==> src/rtl/unified_mem_arbiter.sv <==
// unified_mem_arbiter: shares one variable-latency memory between instruction fetch and data ports
module unified_mem_arbiter #(
  parameter int AW = 32,
  parameter int DW = 32,
  parameter int MAX_D_STREAK = 4,
  parameter int TIMEOUT = 64
) (
  input  logic          clk,
  input  logic          reset,
  input  logic          i_req,
  input  logic [AW-1:0] i_addr,
  output logic [DW-1:0] i_rdata,
  output logic          i_valid,
  input  logic          d_req,
  input  logic          d_we,
  input  logic [AW-1:0] d_addr,
  input  logic [DW-1:0] d_wdata,
  output logic [DW-1:0] d_rdata,
  output logic          d_valid,
  output logic          stall_i,
  output logic          stall_d,
  output logic          m_req,
  output logic          m_we,
  output logic [AW-1:0] m_addr,
  output logic [DW-1:0] m_wdata,
  input  logic [DW-1:0] m_rdata,
  input  logic          m_ready,
  output logic          bus_err
);
  typedef enum logic [1:0] {IDLE, BUSY_I, BUSY_D, RESP} state_t;
  state_t state;
  logic [3:0] streak;
  logic [7:0] tcnt;
  logic grant_d, done;
  logic [DW-1:0] resp_data;
  // data wins contention until it has starved fetch for MAX_D_STREAK grants
  assign grant_d = d_req & (~i_req | (streak != 4'(MAX_D_STREAK)));
  assign done = m_ready | (tcnt == 8'(TIMEOUT - 1));
  assign resp_data = m_ready ? m_rdata : '0;
  assign stall_i = i_req & ~i_valid;
  assign stall_d = d_req & ~d_valid;
  always_ff @(posedge clk or negedge reset) begin
    if (!reset) begin
      state   <= IDLE;
      m_req   <= 1'b0;
      m_we    <= 1'b0;
      m_addr  <= '0;
      m_wdata <= '0;
      i_rdata <= '0;
      d_rdata <= '0;
      i_valid <= 1'b0;
      d_valid <= 1'b0;
      bus_err <= 1'b0;
      streak  <= '0;
      tcnt    <= '0;
    end else begin
      i_valid <= 1'b0;
      d_valid <= 1'b0;
      bus_err <= 1'b0;
      case (state)
        IDLE: begin
          if (!i_req) streak <= '0;
          if (grant_d) begin
            state   <= BUSY_D;
            m_req   <= 1'b1;
            m_we    <= d_we;
            m_addr  <= d_addr;
            m_wdata <= d_wdata;
            tcnt    <= '0;
            if (i_req) streak <= streak + 4'd1;
          end else if (i_req) begin
            state  <= BUSY_I;
            m_req  <= 1'b1;
            m_we   <= 1'b0;
            m_addr <= i_addr;
            tcnt   <= '0;
            streak <= '0;
          end
        end
        BUSY_I, BUSY_D: begin
          if (done) begin
            state   <= RESP;
            m_req   <= 1'b0;
            bus_err <= ~m_ready;
            if (state == BUSY_I) begin
              i_rdata <= resp_data;
              i_valid <= 1'b1;
            end else begin
              d_rdata <= resp_data;
              d_valid <= 1'b1;
            end
          end else begin
            tcnt <= tcnt + 8'd1;
          end
        end
        default: state <= IDLE;
      endcase
    end
  end
endmodule

==> config.mk <==
export PLATFORM = sky130hd
export DESIGN_NAME = unified_mem_arbiter
export DESIGN_NICKNAME = d
export VERILOG_FILES = /design/src/rtl/unified_mem_arbiter.sv
export SDC_FILE = /design/constraint.sdc
export NUM_CORES = 1
export LEC_CHECK = 0
export ABC_CLOCK_PERIOD_IN_PS = 2400
export CORE_MARGIN = 5
export CORE_UTILIZATION = 44
export CTS_BUF_LIST = sky130_fd_sc_hd__clkbuf_4 sky130_fd_sc_hd__clkbuf_8
export CTS_CLUSTER_SIZE = 25
export DETAILED_ROUTE_END_ITERATION = 8
export PLACE_DENSITY = 0.83
export SYNTH_ARGS = -nofsm -noshare
export SYNTH_HDL_FRONTEND = slang
export SYNTH_SLANG_ARGS = --single-unit
==> constraint.sdc <==
create_clock -name clk -period 2.4 [get_ports clk]
set_clock_uncertainty 0.2 [all_clocks]
set_input_delay 0.24 -clock clk [delete_from_list [all_inputs] [get_ports clk]]
set_output_delay 0.24 -clock clk [all_outputs]
set_load 0.02 [all_outputs]
==> qor.yml, run 1 <==
syn_nets: 604
grt_pass1_wl_um: 29400
synth.avg_cell_area_um2: 13.3
crit_end: "tcnt[0]$_DFFE_PN0P_"
ys_warn_count: 0
final_common_cell: "clkdlybuf4s50_1"
postCtsHoldBufs: 2
synth-simple-area-share_pct: 6.01
max-cap-violations: 0
multiInputGateArea_mm2: 0.00231
max-vdd-ir-drop_v: 0.000883
dp_hpwl_um: 14100
slowest_delay_ps: 530
min_path_type: "in -> async"
core_mm2: 0.0138
clk_path_buf_depth: 2
routed_via_density: 5.38
top_level_ports: 269
drtPass1Iterations: 5
grt_usage_pct: 22.8
tns_ps: 0
worst_setup_path_start_kind: "flip-flop"
ys_ff_latch: 147
synth_top_family_by_area: "compound AO/OA/AOI/OAI gates"
setup.worst_path.end_class: "flip-flop"
n_antenna_cell: 0
synth_compound_area_share_pct: 16.3
clockRootBuffer: "clkbuf_8"
drt_iter0_markers: 275
cts_buffers: 17
cts.sinks: 147
chipWidth_um: 129
final_cell_mix: "clkdlybuf4s50_1 (266), dfrtp_1 (147), a32o_1 (64)"
status: "finished clean"
wl_per_cell_um: 20.4
grt_antenna_before_repair: 0
post_cts_buffers: 0
path_clk_slew_ps: 80
nets: 873
rsz0062_at_grt: "false"
crit_buf_inv: 1
critPathLaunch: "state[0]$_DFFE_PN0P_"
synthFlopType: "dfrtp_1"
reg2reg_to: "tcnt[0]$_DFFE_PN0P_"
cts.repair.resized: 0
path_cells: "inv_1 -> ha_1 -> nand2b_1 -> nor3_1 -> mux2_2"
grt_pass1_vias: 5493
htreeDepth: 4
cp.arrival_ps: 2390
cp_data_required_time_ps: 2590
r2r_slack_ps: 200
place_congestion: 0.891
post-route-min-period_ps: 2200
synthMuxAreaShare_pct: 13.1
cellLeakagePower_nw: 4.17
timing.hold.ws_ps: 101
cts_tree: "yes"
synth-xor-area-share_pct: 0.425
yosys.cell_types.count: 43
fill_cells: 970
grt_remaining_overflow: 0
worst-path-stages: 5
clock_latency_ps: 450
syn_to_final_growth_pct: 55.3
finalSetupViolations: 0
regArea_mm2: 0.00368
crit_path_top_delay_cell: "nor3_1"
drive_above_1_share_pct: 12.9
row_count: 43
grt_max_degree: 67
drc_errors: 0
slew_viol_final: 0
cellPowerDensity_mw_per_mm2: 1390
start_util_pct: 44.7
finalWirelength_um: 18900
max_freq_mhz: 454
die_y_um: 129
io_buffer_count: 268
vias: 4972
crit_type: "reg -> reg"
crit_fanout: 13
period_share_pct: 91.8
crit-reg2reg-launch: "state[0]$_DFFE_PN0P_"
synthCells: 464
reg2regPathDepth: 5
netlist_area_mm2: 0.00618
finalHoldViolCount: 0
synth_edf_count: 0
path_delay_family: "simple AND/OR/NAND/NOR gates"
synth_seq_area_share_pct: 59.5
die_area_mm2: 0.0165
tightest_slew_ps: 591
async_flop_share_pct: 100
synthAdderAreaFrac_pct: 1.21
relSlewSlack_pct: 60.3
ant_nets: 0
## cell usage after synthesis (2+ instances only)
cell / n / share of area [%]
a21oi_2: 2 / 0.28
ha_1: 6 / 1.2
nand3_1: 6 / 0.49
a22o_1: 4 / 0.57
o2bb2ai_1: 2 / 0.28
nand4_1: 2 / 0.20
nor2_1: 4 / 0.24
mux2_4: 28 / 6.8
nor3_1: 3 / 0.24
o21ai_1: 2 / 0.16
nand2_1: 36 / 2.2
buf_2: 12 / 0.97
clkbuf_1: 18 / 1.1
buf_4: 4 / 0.49
mux2_2: 5 / 0.91
dfrtp_1: 147 / 59
a21oi_1: 4 / 0.32
nand2b_1: 4 / 0.40
o21ai_0: 41 / 3.3
inv_1: 6 / 0.36
mux2i_1: 33 / 5.3
a32o_1: 64 / 10
xor2_1: 2 / 0.28
nor2b_1: 3 / 0.30
buf_6: 3 / 0.55
a211o_1: 2 / 0.28
and3_1: 4 / 0.40
o311a_1: 2 / 0.32
## flip-flops by register name (all words and copies together), names as in the netlist
register and count:
bus_err 1, d_rdata 32, d_valid 1, i_rdata 32, i_valid 1, m_addr 32
m_req 1, m_wdata 32, m_we 1, state 2, streak 4, tcnt 8
## report_power, final
part           total (W)  leakage, nW  internal, W  switching, W
Sequential       0.00428         1.83      0.00362      0.000666
Clock            0.00222        0.225      0.00128      0.000938
Combinational    0.00684         2.12      0.00340       0.00344
## per-stage QoR
stage | cell area [um^2] | worst slack (ps) | util [%] | instances | power (W)
6_report | 9600 | 196 | 69.4 | 925 | 0.0133
5_1_grt | 9600 | 105 | 69.4 | 925 | 0.0141
4_1_cts | 9600 | 197 | 69.4 | 925 | 0.0135
3_5_place_dp | 9130 | 188 | 66.0 | 892 | 0.0112
3_3_place_gp | 9130 | 203 | 66.0 | 892 | 0.0109
2_1_floorplan | 6180 | 546 | - | 464 | 0.00787
## kinds of logic (layout without fill, tap and decap cells)
group           Yosys count  count (layout)
xor+xnor                  3               3
compound gates          126             126
buf+inv                  44             325
mux                      66              66
simple gates             72              72
flops                   147             147
fa+ha+maj                 6               6
## routing by layer
| layer | part of all wire (%) | routed length (um) | vias to the layer above | track usage [%] |
|---|---|---|---|---|
| li1 | - | - | 2281 | - |
| met1 | 37 | 7060 | 2423 | 25.7 |
| met2 | 49 | 9310 | 246 | 39.1 |
| met3 | 11 | 2150 | 22 | 10.2 |
| met4 | 1.9 | 367 | 0 | 7.23 |
| met5 | 0 | 0 | - | 0 |
## cell type report
cell class	count	area share (%)
tap	180	2.35
inverter	6	0.235
clock buffer	20	2.67
multi-input combinational	273	24.1
sequential	147	38.3
timing repair buffer	288	30.3
clock inverter	11	2.08
## worst min path at each step
stage	startpoint	end	slack (ps)	depth (start not counted)
after floorplan	reset	bus_err$_DFF_PN0_	-260	0
after global placement	reset	d_rdata[28]$_DFFE_PN0P_	20	1
after detailed placement	reset	d_rdata[28]$_DFFE_PN0P_	30	1
after CTS	reset	d_rdata[28]$_DFFE_PN0P_	110	2
after global routing	reset	i_rdata[0]$_DFFE_PN0P_	120	2
final	reset	i_rdata[0]$_DFFE_PN0P_	100	2
No activity file was read; power rests on OpenSTA's default activity.
==> run 2: changes to the inputs <==
--- a/config.mk
+++ b/config.mk
@@ -11,6 +11,7 @@
 export CTS_BUF_LIST = sky130_fd_sc_hd__clkbuf_4 sky130_fd_sc_hd__clkbuf_8
 export CTS_CLUSTER_SIZE = 25
 export DETAILED_ROUTE_END_ITERATION = 8
+export GPL_TIMING_DRIVEN = 0
 export PLACE_DENSITY = 0.83
 export SYNTH_ARGS = -nofsm -noshare
 export SYNTH_HDL_FRONTEND = slang
==> run 2 against run 1 <==
Against the previous run:
- count of clock-buffer cells in the layout increased by 1
- clock power about the same
- final area decreased by 0.26%
- wire length increased by 2.7%
- total power decreased by 0.20%
- via count increased by 3.1%
- hold slack got worse by 45 ps
- maximum frequency about the same
- final cell count increased by 2.2%
- register-to-register slack about the same
- non-clock buffer count increased by 19
- critical path type unchanged
==> qor.yml, run 2 (same netlist as run 1, synthesis figures left out) <==
nets: 892  # +2.2%
cts.sinks: 147  # unchanged
max-cap-violations: 0  # unchanged
p_clk_share_pct: 16.4  # -0.2 points
post-route-min-period_ps: 2200  # -0.127 ps
rsz0062_at_grt: "false"
path_clk_slew_ps: 80  # about the same
grt_pass1_vias: 5539  # +0.84%
p_switching_w: 0.00509  # +1.0%
p_int_w: 0.00821  # -0.95%
relSlewSlack_pct: 54.3  # -5.9 points
cellLeakagePower_nw: 4.15  # -0.43%
final_common_cell: "clkdlybuf4s50_1"
min_path_type: "in -> reg"
place_ws_ps: 46.8  # -141 ps
drtPass1Iterations: 4  # -1
io_buffer_count: 267  # -0.37%
grt_remaining_overflow: 0  # unchanged
place_congestion: 0.861  # -3.3%
routed_via_density: 5.43  # +0.94%
slew_viol_final: 0  # unchanged
hold-path-cell-count: 3
finalSetupViolations: 0  # unchanged
clock_latency_ps: 440  # about the same
worst_setup_path_start_kind: "flip-flop"
cp.arrival_ps: 2390  # about the same
core_mm2: 0.0138  # unchanged
period_share_pct: 91.8  # about the same
finalHoldViolCount: 0  # unchanged
power_switching_share_pct: 38.3  # +0.47 points
cellPowerDensity_mw_per_mm2: 1390  # about the same
dp_hpwl_um: 14600  # +3.4%
combPwrFrac_pct: 51.5  # +0.2 points
finalWirelength_um: 19400  # +2.7%
vias: 5127  # +3.1%
die_y_um: 129  # unchanged
grt_pass1_wl_um: 30700  # +4.5%
slowest_delay_ps: 410  # -120 ps
timing.hold.ws_ps: 55.9  # -44.9 ps
row_count: 43  # unchanged
reg2regPathDepth: 7  # +2
post_cts_buffers: 0  # unchanged
drt_iter0_markers: 264  # -4.0%
cts_buffers: 17  # unchanged
setup.worst_path.end_class: "flip-flop"
start_util_pct: 44.7  # unchanged
n_antenna_cell: 0  # unchanged
drive_above_1_share_pct: 12.3  # -0.60 points
crit_path_top_delay_cell: "dfrtp_1"
grt_usage_pct: 23.7  # +0.88 points
status: "finished clean"
ant_nets: 0  # unchanged
drc_errors: 0  # unchanged
syn_to_final_growth_pct: 54.9
grt_antenna_before_repair: 0  # unchanged
chipWidth_um: 129  # unchanged
crit_fanout: 10  # -3
die_area_mm2: 0.0165  # unchanged
cp_data_required_time_ps: 2580  # about the same
crit_type: "reg -> reg"
grt_max_degree: 75  # +12%
max_freq_mhz: 454  # about the same
clockRootBuffer: "clkbuf_8"
final_cell_mix: "clkdlybuf4s50_1 (266), dfrtp_1 (147), a32o_1 (64)"
tightest_slew_ps: 685  # +93.6 ps
setup_slack_ps: 196  # +0.127 ps
cts_tree: "yes"
htreeDepth: 4  # unchanged
top_level_ports: 269  # unchanged
path_cells: "inv_1 -> ha_1 -> nor2b_1 -> clkbuf_2 -> o21ai_1 -> buf_2 -> a32o_1"
clk_path_buf_depth: 2  # unchanged
seqPwrFrac_pct: 32.0  # about the same
max-vdd-ir-drop_v: 0.000858  # -2.8%
wl_per_cell_um: 20.5  # +0.49%
==> run 2: cell count changes in the layout (fill, tap and decap cells not counted), sizes merged <==
cell	before	now
buf	20	22
clkbuf	20	39
bufinv	5	4
inv	9	8
clkinvlp	2	4
dlygate4sd3	2	1
==> run 2: worst max-delay path, delay by kind of cell (launching register included) <==
kind | cells | cell delay, ps
DFF | 1 | 410
and+or+nand+nor | 1 | 140
buffers and inverters | 3 | 570
adders and majority gates | 1 | 330
AOI/OAI and AO/OA | 2 | 490
==> run 2: layout make-up <==
cell class,instances,area (um^2)
plain buffers,38,196
fillers,942,4250
multi-input cells,273,2290
inverters,6,22.5
well taps,180,225
flip-flops and latches,147,3680
clock inverters,11,173
repair buffers,269,2710
clock buffers,21,283
==> run 2: power groups by stage <==
stage,logic [W],registers [W],clock network [W]
5_1_grt,0.00731,0.00441,0.00234
2_1_floorplan,0.00234,0.00554,0
6_report,0.00686,0.00426,0.00219
3_5_place_dp,0.00688,0.00429,0
3_3_place_gp,0.00673,0.00423,0
4_1_cts,0.00694,0.00426,0.00223
==> run 2: what timing repair did <==
item | 4_1_cts | 5_1_grt
endpoints found under the hold margin | 73 | 0
setup endpoints to repair | 0 | 29
resized for setup | 0 | 2
hold buffers | 1 | 0
==> run 2: per-layer routing <==
metal,wire length (um),track usage [%],vias up
met5,0,0,-
met4,402,7.60,0
met3,2080,9.71,28
met2,9550,40.4,243
met1,7350,27.4,2536
li1,-,-,2320
==> run 2: worst paths after layout <==
kind	to	slack, ps	from
setup reg to reg	d_rdata[14]$_DFFE_PN0P_	200	state[0]$_DFFE_PN0P_
setup / recovery	d_rdata[14]$_DFFE_PN0P_	200	state[0]$_DFFE_PN0P_
hold / removal	m_we$_DFFE_PN0P_	60	d_req
min in group asynchronous	d_rdata[0]$_DFFE_PN0P_	170	reset
hold reg to reg	m_addr[4]$_DFFE_PN0P_	290	m_addr[4]$_DFFE_PN0P_
max in group asynchronous	m_wdata[2]$_DFFE_PN0P_	1040	reset
==> run 2: per-stage QoR <==
| step | util, % | area (um^2) | instances | power (W) | TNS (ps) |
|---|---|---|---|---|---|
| after floorplan | - | 6180 | 464 | 0.00787 | 0 |
| after global placement | 65.7 | 9080 | 911 | 0.0110 | -700770 |
| after detailed placement | 65.9 | 9110 | 912 | 0.0112 | 0 |
| after CTS | 69.3 | 9580 | 945 | 0.0134 | 0 |
| after global routing | 69.3 | 9580 | 945 | 0.0141 | 0 |
| final | 69.3 | 9580 | 945 | 0.0133 | 0 |
